$ cat config.mk
export PLATFORM = sky130hd
export DESIGN_NAME = uart_rx
export DESIGN_NICKNAME = d
export VERILOG_FILES = /design/src/rtl/uart_pkg.sv /design/src/rtl/uart_sync.sv /design/src/rtl/uart_rx.sv
export SDC_FILE = /design/constraint.sdc
export NUM_CORES = 1
export LEC_CHECK = 0
export BUFFER_PORTS_ARGS = -buffer_cell sky130_fd_sc_hd__buf_4
export CORE_MARGIN = 3
export CORE_UTILIZATION = 40
export CTS_CLUSTER_DIAMETER = 120
export DETAILED_ROUTE_END_ITERATION = 10
export HOLD_SLACK_MARGIN = 0.03
export MAX_ROUTING_LAYER = met4
export PLACE_DENSITY = 0.61
export RECOVER_POWER = 50
export SLEW_MARGIN = 5
export SYNTH_ARGS = -nofsm -noshare
export SYNTH_HDL_FRONTEND = slang
export SYNTH_SLANG_ARGS = --single-unit
$ cat constraint.sdc
create_clock -name clk_i -period 1.7 [get_ports clk_i]
set_input_delay 0 -clock clk_i [delete_from_list [all_inputs] [get_ports clk_i]]
set_output_delay 0 -clock clk_i [all_outputs]
set_load 0.1 [all_outputs]
$ cat src/rtl/uart_pkg.sv
// Shared UART definitions: FSM state encoding and default frame parameters
// used by both the transmitter and the receiver.
package uart_pkg;

    typedef enum logic [1:0] {
        Idle     = 2'd0,
        StartBit = 2'd1,
        DataBits = 2'd2,
        StopBit  = 2'd3
    } uart_state_e;

    localparam int DEFAULT_DATA_WIDTH      = 8;
    localparam int DEFAULT_OVERSAMPLE_RATE = 16;

endpackage

$ cat src/rtl/uart_sync.sv
// Two-flop synchronizer for an asynchronous single-bit input; 2 clk_i latency.
// Reset value is a parameter so idle-high lines come out of reset inactive.
module uart_sync #(
    parameter logic RstVal = 1'b1
) (
    input  logic clk_i,
    input  logic rst_i,
    input  logic d_i,
    output logic q_o
);

    logic r_meta;
    logic r_sync;

    always_ff @(posedge clk_i) begin
        if (rst_i) begin
            r_meta <= RstVal;
            r_sync <= RstVal;
        end else begin
            r_meta <= d_i;
            r_sync <= r_meta;
        end
    end

    assign q_o = r_sync;

endmodule

$ cat src/rtl/uart_rx.sv
// UART receiver: 8N1-style frames sampled mid-bit at OversampleRate ticks/bit.
// dv_o/frame_err_o pulse one cycle after the stop-bit sample; no backpressure.
module uart_rx
    import uart_pkg::*;
#(
    parameter int DataWidth      = DEFAULT_DATA_WIDTH,
    parameter int OversampleRate = DEFAULT_OVERSAMPLE_RATE
) (
    input  logic                 clk_i,
    input  logic                 rst_i,
    input  logic                 tick_i,
    input  logic                 rxd_i,
    output logic [DataWidth-1:0] data_o,
    output logic                 dv_o,
    output logic                 frame_err_o,
    output logic                 busy_o
);

    localparam int TW = $clog2(OversampleRate);
    localparam int BW = (DataWidth > 1) ? $clog2(DataWidth) : 1;

    localparam logic [TW-1:0] HALF_M1  = TW'(OversampleRate / 2 - 1);
    localparam logic [TW-1:0] FULL_M1  = TW'(OversampleRate - 1);
    localparam logic [BW-1:0] LAST_BIT = BW'(DataWidth - 1);

    logic                 w_rxd_s;
    uart_state_e          r_state;
    uart_state_e          w_state_nxt;
    logic                 w_state_chg;
    logic                 w_full_tick;
    logic [TW-1:0]        r_tick_cnt;
    logic [BW-1:0]        r_bit_cnt;
    logic [DataWidth-1:0] r_shift;
    logic [DataWidth-1:0] r_data;
    logic                 r_dv;
    logic                 r_ferr;

    uart_sync #(
        .RstVal (1'b1)
    ) u_sync (
        .clk_i (clk_i),
        .rst_i (rst_i),
        .d_i   (rxd_i),
        .q_o   (w_rxd_s)
    );

    assign w_full_tick = tick_i && (r_tick_cnt == FULL_M1);

    always_comb begin
        w_state_nxt = r_state;
        case (r_state)
            Idle: begin
                if (!w_rxd_s) w_state_nxt = StartBit;
            end
            StartBit: begin
                // Mid-start check: a line that has gone high again was a glitch.
                if (tick_i && (r_tick_cnt == HALF_M1))
                    w_state_nxt = w_rxd_s ? Idle : DataBits;
            end
            DataBits: begin
                if (w_full_tick && (r_bit_cnt == LAST_BIT)) w_state_nxt = StopBit;
            end
            StopBit: begin
                if (w_full_tick) w_state_nxt = Idle;
            end
            default: w_state_nxt = Idle;
        endcase
    end

    assign w_state_chg = (w_state_nxt != r_state);

    always_ff @(posedge clk_i) begin
        if (rst_i) begin
            r_state    <= Idle;
            r_tick_cnt <= '0;
            r_bit_cnt  <= '0;
            r_shift    <= '0;
            r_data     <= '0;
            r_dv       <= 1'b0;
            r_ferr     <= 1'b0;
        end else begin
            r_state <= w_state_nxt;
            r_dv    <= 1'b0;
            r_ferr  <= 1'b0;

            if (w_state_chg) begin
                r_tick_cnt <= '0;
                r_bit_cnt  <= '0;
            end else if (tick_i && (r_state != Idle)) begin
                if ((r_state == DataBits) && (r_tick_cnt == FULL_M1)) begin
                    r_tick_cnt <= '0;
                    r_bit_cnt  <= r_bit_cnt + 1'b1;
                end else begin
                    r_tick_cnt <= r_tick_cnt + 1'b1;
                end
            end

            if ((r_state == DataBits) && w_full_tick)
                r_shift <= {w_rxd_s, r_shift[DataWidth-1:1]};

            if ((r_state == StopBit) && w_full_tick) begin
                if (w_rxd_s) begin
                    r_data <= r_shift;
                    r_dv   <= 1'b1;
                end else begin
                    r_ferr <= 1'b1;
                end
            end
        end
    end

    assign data_o      = r_data;
    assign dv_o        = r_dv;
    assign frame_err_o = r_ferr;
    assign busy_o      = (r_state != Idle);

endmodule

# == Word-level counts from Yosys, hierarchy flattened ==
# Index checks and enable logic that the tools add are counted.
# classes
add_sub_neg,2
eq_ne,7
n_reduce_logical,13
muxes,9
n_bitwise,1
# op_table
cell,count
2-bit 2-to-1 mux,5
2-bit one-hot mux with 4 select lines,1
1-bit logical AND,7
4-bit by 1-bit adder with 4-bit output (second input constant),1
2-bit == test (second input constant),2
4-bit by 3-bit == test with 1-bit output (second input constant),1
4-bit == test (second input constant),1
4-bit 2-to-1 mux,1
2-bit AND reduction,2
2-bit OR reduction,2
3-bit by 1-bit adder with 3-bit output (second input constant),1
3-bit == test (second input constant),1
2-bit by 1-bit == test with 1-bit output (second input constant),1
2-bit zero test,1
1-bit 2-to-1 mux,2
2-bit != test,1
2-bit nonzero test,1
1-bit NOT,1
# word_totals
reg_bits,29
elab_cells,41
inputBits,4

# == Logic depth before layout (Yosys ltp) ==
# Gate-level depths: netlist of run 1.
# depth
ltp_word,7
ltp_mapped,5

# == By module ==
# From an unflattened synthesis of run 1, not the netlist that was laid out.
# hier_totals
hier_cells,117
hier_area_um2,1178.6
# modules_own_cells
module,instances,seq_area_each_um2,area_each_um2,cells_per_inst
uart_rx,1,540.5,1126.1,113
uart_sync,1,40.0,52.6,4

# == Worst setup path before layout of run 1 ==
# Ideal clock, no wire load.
# synth_path
path_kind,reg-to-reg
startpoint,register r_tick_cnt[0]
endpoint,register r_tick_cnt[1]
period_less_slack_ns,1.467
setup_ns,0.073
t_arrival_ns,1.394
path_stages_with_launch,6
slack_ns,0.233
cell_sequence,dfxtp_1 -> ha_1 -> and4_4 -> buf_6 -> a211o_4 -> nor3_2
# synth_between
elab_chain_len,7
# synth_rtl
item,line,source
start: declaration,uart_rx.sv:31,logic [TW-1:0] r_tick_cnt;
start signal: assignment,uart_rx.sv:94,r_tick_cnt <= r_tick_cnt + 1'b1;
4-bit == test,"uart_rx.sv:47, uart_rx.sv:90",
1-bit logical AND,uart_rx.sv:47,assign w_full_tick = tick_i && (r_tick_cnt == FULL_M1);
1-bit logical AND,uart_rx.sv:61,if (w_full_tick && (r_bit_cnt == LAST_BIT)) w_state_nxt = StopBit;
2-bit 2-to-1 mux,uart_rx.sv:61,
2-bit one-hot mux with 4 select lines,uart_rx.sv:51,case (r_state)
2-bit != test,uart_rx.sv:70,assign w_state_chg = (w_state_nxt != r_state);
2-bit OR reduction (no line),n/a,
# Parallel ways exist; a longest one is shown, timed or not.
# A chain may end at the register's enable or synchronous reset.

# == Worst setup path in the final report of run 1 ==
# layout_path
startpoint,register r_tick_cnt[0]
endpoint,register r_tick_cnt[3]
# Same word-level chain as after synthesis.

==> run metrics, run 1 <==
final setup vio count 0; Worst Skew 4.88 ps; Synth Instances 144; synth-to-layout area growth 13.9%; Setup TNS 0 ps; detailed-route wire length 2.69 mm; vias in the first global route 1086; Total GRT Usage 15.8%; drt first pass iters 4; Slew Limit Fails 0; Worst-Margin Slew 543 ps; flip-flop and latch count after synthesis 29; FP Rows 20; fin crit share 94.1%; TritonCTS clock tree done; # fillers 321; Warnings, synthesis 0; power per cell area 782 nW/µm²; grt total ovfl 0; share of layout cells above drive strength 1 23.8%; initial antenna violation count 0; sequential-to-total area share from yosys stat 44.7%; worst path arrival time 1840 ps; maximum root-to-sink buffer count 2; Post-synth EDFFs 0; synth unique cells 36; Root Buffer clkbuf_4; net count after synthesis 151; CP max FO 12; Placer Congestion 0.811; clk slew on worst S/H paths 90 ps; clock latency on the worst-skew pair 320 ps; count leader, synth dfxtp_1; DR vias 1116; asr flop ratio synth 0%; nets@finish 167; Horiz. Die Dim 63.0 µm; WP data required 1940 ps; Startpoint Class flop; Static Leak 0.527 nW; post-CTS resize count 0; Synth Area per Inst 9.01 µm²; Area contributors post-synth dfxtp_1 (45%), nand3_1 (8.5%), o21ai_0 (8.1%), a21oi_1 (6.2%), a211oi_2 (3.9%); post-DP HPWL 1.82 mm; Most used DFF post-synth dfxtp_1; Final Cell Area 1480 µm²; top-area cell type share of the netlist area 44.7%; io pins 15; largest net degree at the start of global routing 25; ANT cells 0; drt wl/cell 13.2 µm; port bufs 14; final hold violations 0; Setup crit end kind flop; Vias/cell 5.47; Slew headroom 63.9%; H-Tree Depth 2; CTS sink cnt 29; Placed Area 1430 µm²; run status finished clean; cell taking the most area after synthesis dfxtp_1; f_max 625 MHz; Die ar. 3960 µm²; core box area 3080 µm²; # DRC 0; min-delay worst type primary input to flop; antenna-violating nets left 0; unrepaired setup endpoints after global routing false; Starting Density 42.2%; worst IR drop on VDD 0.393 mV; CTS Buf Count 5; top cells by count, synth dfxtp_1 (29), nand3_1 (22), o21ai_0 (21), a21oi_1 (16), clkbuf_1 (7); Tmin final 1600 ps; Max-Cap Viols 0; Die Ht 63.0 µm; Mapped Area 1300 µm²; worst setup path category flop to flop; Detailed Route Iter0 Violations 80; first-pass GRT wire length 4.87 mm
## path summary, 6_finish.rpt
kind                      start             to  slack (ps)  cells after the start
setup / recovery  r_tick_cnt[0]  r_tick_cnt[3]         100                      4
hold / removal           tick_i  r_tick_cnt[3]          90                      4
setup reg to reg  r_tick_cnt[0]  r_tick_cnt[3]         100                      4
hold reg to reg   u_sync.r_meta     u_sync.q_o         420                      1
## per-stage QoR
stage               power, mW  hold slack, ps  setup WS (ps)  util (%)  std cells
finish                   1.16            88.3            100      48.0        204
detailed placement      0.751             198            108      46.3        194
global route             1.21             119          0.244      48.0        204
floorplan               0.738            76.3            233         -        144
CTS                      1.17            81.1           88.1      48.8        203
global placement        0.750             195            153      46.3        194
## worst max-delay path, stage by stage (launching register included)
cell and delay (ps):
dfxtp_1 340, ha_1 270, and4_4 270, a2111o_1 410
a211oi_1 220
## report_power, final
part / internal [mW] / switching [mW]
combinational: 0.0188 / 0.0307
sequential: 0.683 / 0.00599
clock: 0.195 / 0.222
total: 0.897 / 0.259
## cell type report
type | instances | area [µm²] | share of cell area, %
timing repair buffer | 22 | 139 | 9.40
tap | 44 | 55.1 | 3.73
inverter | 1 | 3.75 | 0.254
multi-input combinational | 101 | 644 | 43.6
clock buffer | 7 | 55.1 | 3.73
sequential | 29 | 581 | 39.3
## registers in the layout (all words and copies together), names as in the netlist
signal	count
frame_err_o	1
data_o	8
r_shift	8
r_state	2
r_tick_cnt	4
dv_o	1
u_sync.r_meta	1
u_sync.q_o	1
r_bit_cnt	3
## repair_timing
| item | CTS | global route |
|---|---|---|
| setup buffers | 0 | 1 |
| hold buffers | 2 | 0 |
| endpoints found under the setup margin | 0 | 2 |
| endpoints found under the hold margin | 19 | 0 |
## per-layer routing
metal  GRT usage [%]  vias to the layer above  wire, µm
li1                -                      565         -
met1            19.5                      514      1300
met2            23.2                       30      1200
met3            4.50                        7       131
met4            7.99                        0        59
met5               -                        -         0
## cells by family after synthesis
kind of cell,after synthesis,share of synthesized area (%)
AOI/OAI and AO/OA,50,24.4
and+or+nand+nor,45,20.3
DFF,29,44.7
buffers and inverters,14,5.59
adders and majority gates,3,2.89
xor gates and xnor gates,2,1.35
muxes,1,0.771
## placed cells by master, fill, tap and decap left out, types with 2 or more instances in the layout
| master | count |
|---|---|
| nand4_1 | 2 |
| o21ai_0 | 21 |
| nor3_2 | 2 |
| nand2_1 | 2 |
| nand3_1 | 22 |
| nor3_1 | 2 |
| o211ai_1 | 2 |
| dlygate4sd3_1 | 2 |
| dfxtp_1 | 29 |
| clkbuf_4 | 5 |
| clkbuf_2 | 11 |
| a211oi_2 | 4 |
| buf_4 | 8 |
| or2_2 | 3 |
| clkbuf_1 | 2 |
| and3_1 | 3 |
| a21oi_1 | 16 |
| ha_1 | 3 |
(Power assumes the default switching activity.)
==> run 2: changes to the inputs <==
--- a/config.mk
+++ b/config.mk
@@ -9,3 +9,3 @@
 export CORE_MARGIN = 3
-export CORE_UTILIZATION = 40
+export CORE_UTILIZATION = 55
 export CTS_CLUSTER_DIAMETER = 120
@@ -14,3 +14,3 @@
 export MAX_ROUTING_LAYER = met4
-export PLACE_DENSITY = 0.61
+export PLACE_DENSITY = 0.79
 export RECOVER_POWER = 50
==> constraint.sdc (replaced) <==
create_clock -name clk_i -period 1.7 [get_ports clk_i]
set_input_delay 0.255 -clock clk_i [delete_from_list [all_inputs] [get_ports clk_i]]
set_output_delay 0.255 -clock clk_i [all_outputs]
set_load 0.1 [all_outputs]
==> run 2 against run 1 <==
Effect of this change:
- worst hold slack better by 45 ps
- clock power fell by 3%
- setup slack hardly changed
- utilization rose by 21 points
- via count grew 0.90%
- maximum frequency is essentially flat
- non-clock buffer count fell by 2
- die area decreased by 25%
- largest cell class unchanged
==> run metrics, run 2 (synthesized netlist as in run 1, its figures left out) <==
Tmin final 1600 ps; clk slew on worst S/H paths 80 ps; first-pass GRT wire length 4.63 mm; Detailed Route Iter0 Violations 16; Worst-Margin Slew 1000 ps; drt wl/cell 14.5 µm; synth-to-layout area growth 11.2%; maximum root-to-sink buffer count 2; reg-to-reg slack, setup 170 ps; antenna-violating nets left 0; Slew Limit Fails 0; grt total ovfl 0; nets@finish 165; beginning of the worst hold path rxd_i; H-Tree Depth 2; Worst R2R End r_tick_cnt[3]; initial antenna violation count 0; Die Ht 54.6 µm; Total GRT Usage 22.3%; unrepaired setup endpoints after global routing false; drt first pass iters 6; Root Buffer clkbuf_4; Starting Density 61.7%; CP max FO 7; largest net degree at the start of global routing 25; Placer Congestion 0.927; clock latency on the worst-skew pair 300 ps; min-delay worst type primary input to flop; FP Rows 16; ANT cells 0; worst path arrival time 1340 ps; detailed-route wire length 2.69 mm; Max-Cap Viols 0; Setup crit end kind output port; f_max 625 MHz; final setup vio count 0; r2r worst-path depth 4; CTS sink cnt 29; TritonCTS clock tree done; post-DP HPWL 1.91 mm; final hold violations 0; Horiz. Die Dim 54.6 µm; commonest cells after routing, fill and taps aside dfxtp_1 (29), nand3_1 (22), o21ai_0 (21), a21oi_1 (16), clkbuf_2 (11); core box area 2100 µm²; Static Leak 0.516 nW; run status finished clean; post-cts hold buffer count 0; power per cell area 791 nW/µm²; worst IR drop on VDD 0.679 mV; worst flop-to-flop path startpoint r_tick_cnt[0]; WHS Endpoint u_sync.r_meta; fin crit share 94.1%; port bufs 14; DR vias 1126; # DRC 0; Startpoint Class flop; Worst Skew 5.12 ps; worst hold stages 2; io pins 15; WP data required 1440 ps; Die ar. 2980 µm²; Slew headroom 33.3%; CTS Buf Count 5; commonest non-fill, non-tap cell in the layout dfxtp_1; Setup TNS 0 ps; worst setup path category flop to output port; share of layout cells above drive strength 1 24.7%; hold slack 133 ps; vias in the first global route 1012; Vias/cell 6.09
run 2: how the worst max path moves through the flow:
stage / startpoint / endpoint / slack, ps / cells past startpoint
after floorplan: r_tick_cnt[0] / r_tick_cnt[1] / 230 / 5
after global placement: r_tick_cnt[0] / r_tick_cnt[3] / 160 / 4
after detailed placement: r_tick_cnt[0] / r_tick_cnt[3] / 130 / 4
after CTS: r_state[1] / busy_o / 60 / 3
after global routing: r_state[1] / busy_o / 30 / 3
final: r_state[1] / busy_o / 100 / 3
run 2: routing by layer:
metal / global-route usage [%] / wire length [µm]
met5: - / 0
met2: 33.5 / 1280
met4: 9.96 / 30
met1: 27.9 / 1250
met3: 5.99 / 120
run 2: timing repair:
item | CTS | global route
endpoints found under the hold margin | 0 | 0
resized for setup | 0 | 2
buffers inserted | 0 | 1
setup endpoints to repair | 0 | 5
run 2: critical path, cell delays in order, from the launching register on:
cell and delay, ps:
dfxtp_1 370, buf_4 180, or2_2 300, buf_6 190
run 2: area by class of cell:
cell class / instances / area [µm²]
fillers: 177 / 659
clock buffers: 7 / 55.1
repair buffers: 20 / 123
inverters: 1 / 3.75
multi-input cells: 101 / 647
well taps: 27 / 33.8
flip-flops and latches: 29 / 581
run 2: through the flow:
| step | util [%] | worst slack (ps) | total power, mW | cells | instance area [µm²] |
|---|---|---|---|---|---|
| 2_1_floorplan | - | 233 | 0.738 | 144 | 1300 |
| 3_3_place_gp | 66.8 | 160 | 0.749 | 177 | 1410 |
| 3_5_place_dp | 66.8 | 134 | 0.751 | 177 | 1410 |
| 4_1_cts | 69.5 | 61.0 | 1.15 | 184 | 1460 |
| 5_1_grt | 68.6 | 32.1 | 1.20 | 185 | 1440 |
| 6_report | 68.6 | 100 | 1.14 | 185 | 1440 |
run 2: report_power, final:
| part | total, mW | switching, mW | internal, mW |
|---|---|---|---|
| Sequential | 0.689 | 0.00621 | 0.683 |
| Clock | 0.406 | 0.211 | 0.195 |
| Combinational | 0.0461 | 0.0304 | 0.0157 |
| Total | 1.14 | 0.248 | 0.894 |
==> run 3: changes to the inputs <==
CTS_BUF_LIST = sky130_fd_sc_hd__clkbuf_8   (was unset)
==> run 3 against run 2 <==
Effect of this change:
- maximum frequency increased by 0.31%
- largest power group unchanged
- sequential cell count unchanged
- global-route usage increased by 0.82 points
- highest routed layer unchanged
- die area unchanged
- worst hold slack improved by 33 ps
- clock skew about the same
- sequential power about the same
- combinational power about the same
==> run metrics, run 3 (synthesized netlist as in run 1, its figures left out) <==
CTS sink cnt 29; Starting Density 61.7%; clk slew on worst S/H paths 60 ps; r2r worst-path depth 4; worst setup path category flop to output port; first-pass GRT wire length 4.69 mm; hold slack 166 ps; Slowest cell on crit path dfxtp_1; post-cts hold buffer count 0; port bufs 14; share of layout cells above drive strength 1 24.8%; worst IR drop on VDD 0.786 mV; maximum root-to-sink buffer count 2; M1 WL 1.25 mm; Root Buffer clkbuf_8; CP startpoint r_state[1]; Setup crit end kind output port; post-DP HPWL 1.91 mm; CP max FO 7; beginning of the worst hold path rxd_i; TritonCTS clock tree done; Slew Limit Fails 0; biggest cell delay along the critical path 360 ps; WP data required 1440 ps; worst hold stages 2; detailed-route wire length 2.75 mm; DR vias 1127; Max-Cap Viols 0; Worst Skew 5.24 ps; Placer Congestion 0.927; final hold violations 0; core box area 2100 µm²; nets@finish 164; clock latency on the worst-skew pair 270 ps; grt total ovfl 0; Tmin final 1590 ps; Startpoint Class flop; largest net degree at the start of global routing 25; FP Rows 16; # DRC 0; top sig layer met4; met2 wire len 1.32 mm; io pins 15; fin crit share 93.8%; power per cell area 876 nW/µm²; drt first pass iters 5; Worst-Margin Slew 554 ps; Largest delay share family, worst path buffers and inverters; min-delay worst type primary input to flop; Static Leak 0.532 nW; ANT cells 0; worst path arrival time 1340 ps; Total GRT Usage 23.1%; run status finished clean; Horiz. Die Dim 54.6 µm; vias in the first global route 1023; H-Tree Depth 2; crit-path cells buf_4, or2_2, buf_4; final core utilization 69.8%; metal3 WL 139 µm; final setup vio count 0; Worst R2R End data_o[7]; Setup TNS 0 ps; antenna-violating nets left 0; Final Total Pwr 1.28 mW; Die Ht 54.6 µm; Vias/cell 6.13; WHS Endpoint u_sync.r_meta; commonest non-fill, non-tap cell in the layout dfxtp_1; commonest cells after routing, fill and taps aside dfxtp_1 (29), nand3_1 (22), o21ai_0 (21), a21oi_1 (16), clkbuf_2 (11); Detailed Route Iter0 Violations 30; f_max 627 MHz; drt wl/cell 14.9 µm; CP bufs+invs 2; Slew headroom 63.2%; CTS Buf Count 5; reg-to-reg slack, setup 160 ps; unrepaired setup endpoints after global routing false; synth-to-layout area growth 13.0%; CP dominant cell by count buf_4; Die ar. 2980 µm²; worst flop-to-flop path startpoint r_tick_cnt[0]; initial antenna violation count 0
[run 3: worst register-to-register path: stages, from the launching register on]
cell and delay (ps):
dfxtp_1 390, ha_2 260, nand4_1 360, o21ai_0 340, a21oi_1 100
[run 3: how the worst max path moves through the flow]
stage	cells after the start	slack (ps)	endpoint
after floorplan	5	230	r_tick_cnt[1]
after global placement	4	160	r_tick_cnt[3]
final	3	110	busy_o
after global routing	3	50	busy_o
after detailed placement	4	130	r_tick_cnt[3]
after CTS	3	100	busy_o
[run 3: what timing repair did]
action,CTS,global route
setup endpoints to repair,0,3
resized for setup,0,1
setup buffers,0,0
[run 3: report_power, final]
| group | internal, mW | leakage [nW] | switching (mW) |
|---|---|---|---|
| sequential | 0.684 | 0.234 | 0.00613 |
| combinational | 0.0159 | 0.249 | 0.0302 |
| clock | 0.314 | 0.0485 | 0.233 |
| total | 1.01 | 0.532 | 0.270 |
[run 3: stage by stage]
stage	worst slack, ps	cells	instance area [µm²]
after floorplan	233	144	1300
after global placement	160	177	1410
after detailed placement	134	177	1410
after global routing	46.6	184	1470
after CTS	101	184	1490
final	105	184	1470
[run 3: layout make-up]
type / count / area [µm²]
sequential: 29 / 581
multi-input combinational: 101 / 647
inverter: 1 / 3.75
clock inverter: 1 / 3.75
clock buffer: 6 / 82.6
timing repair buffer: 19 / 115
fill: 174 / 636
tap: 27 / 33.8
[run 3: per-layer routing]
metal,vias up,track usage [%]
met5,-,-
met4,0,12.4
met3,4,7.63
met2,35,33.7
met1,534,28.0
li1,554,-
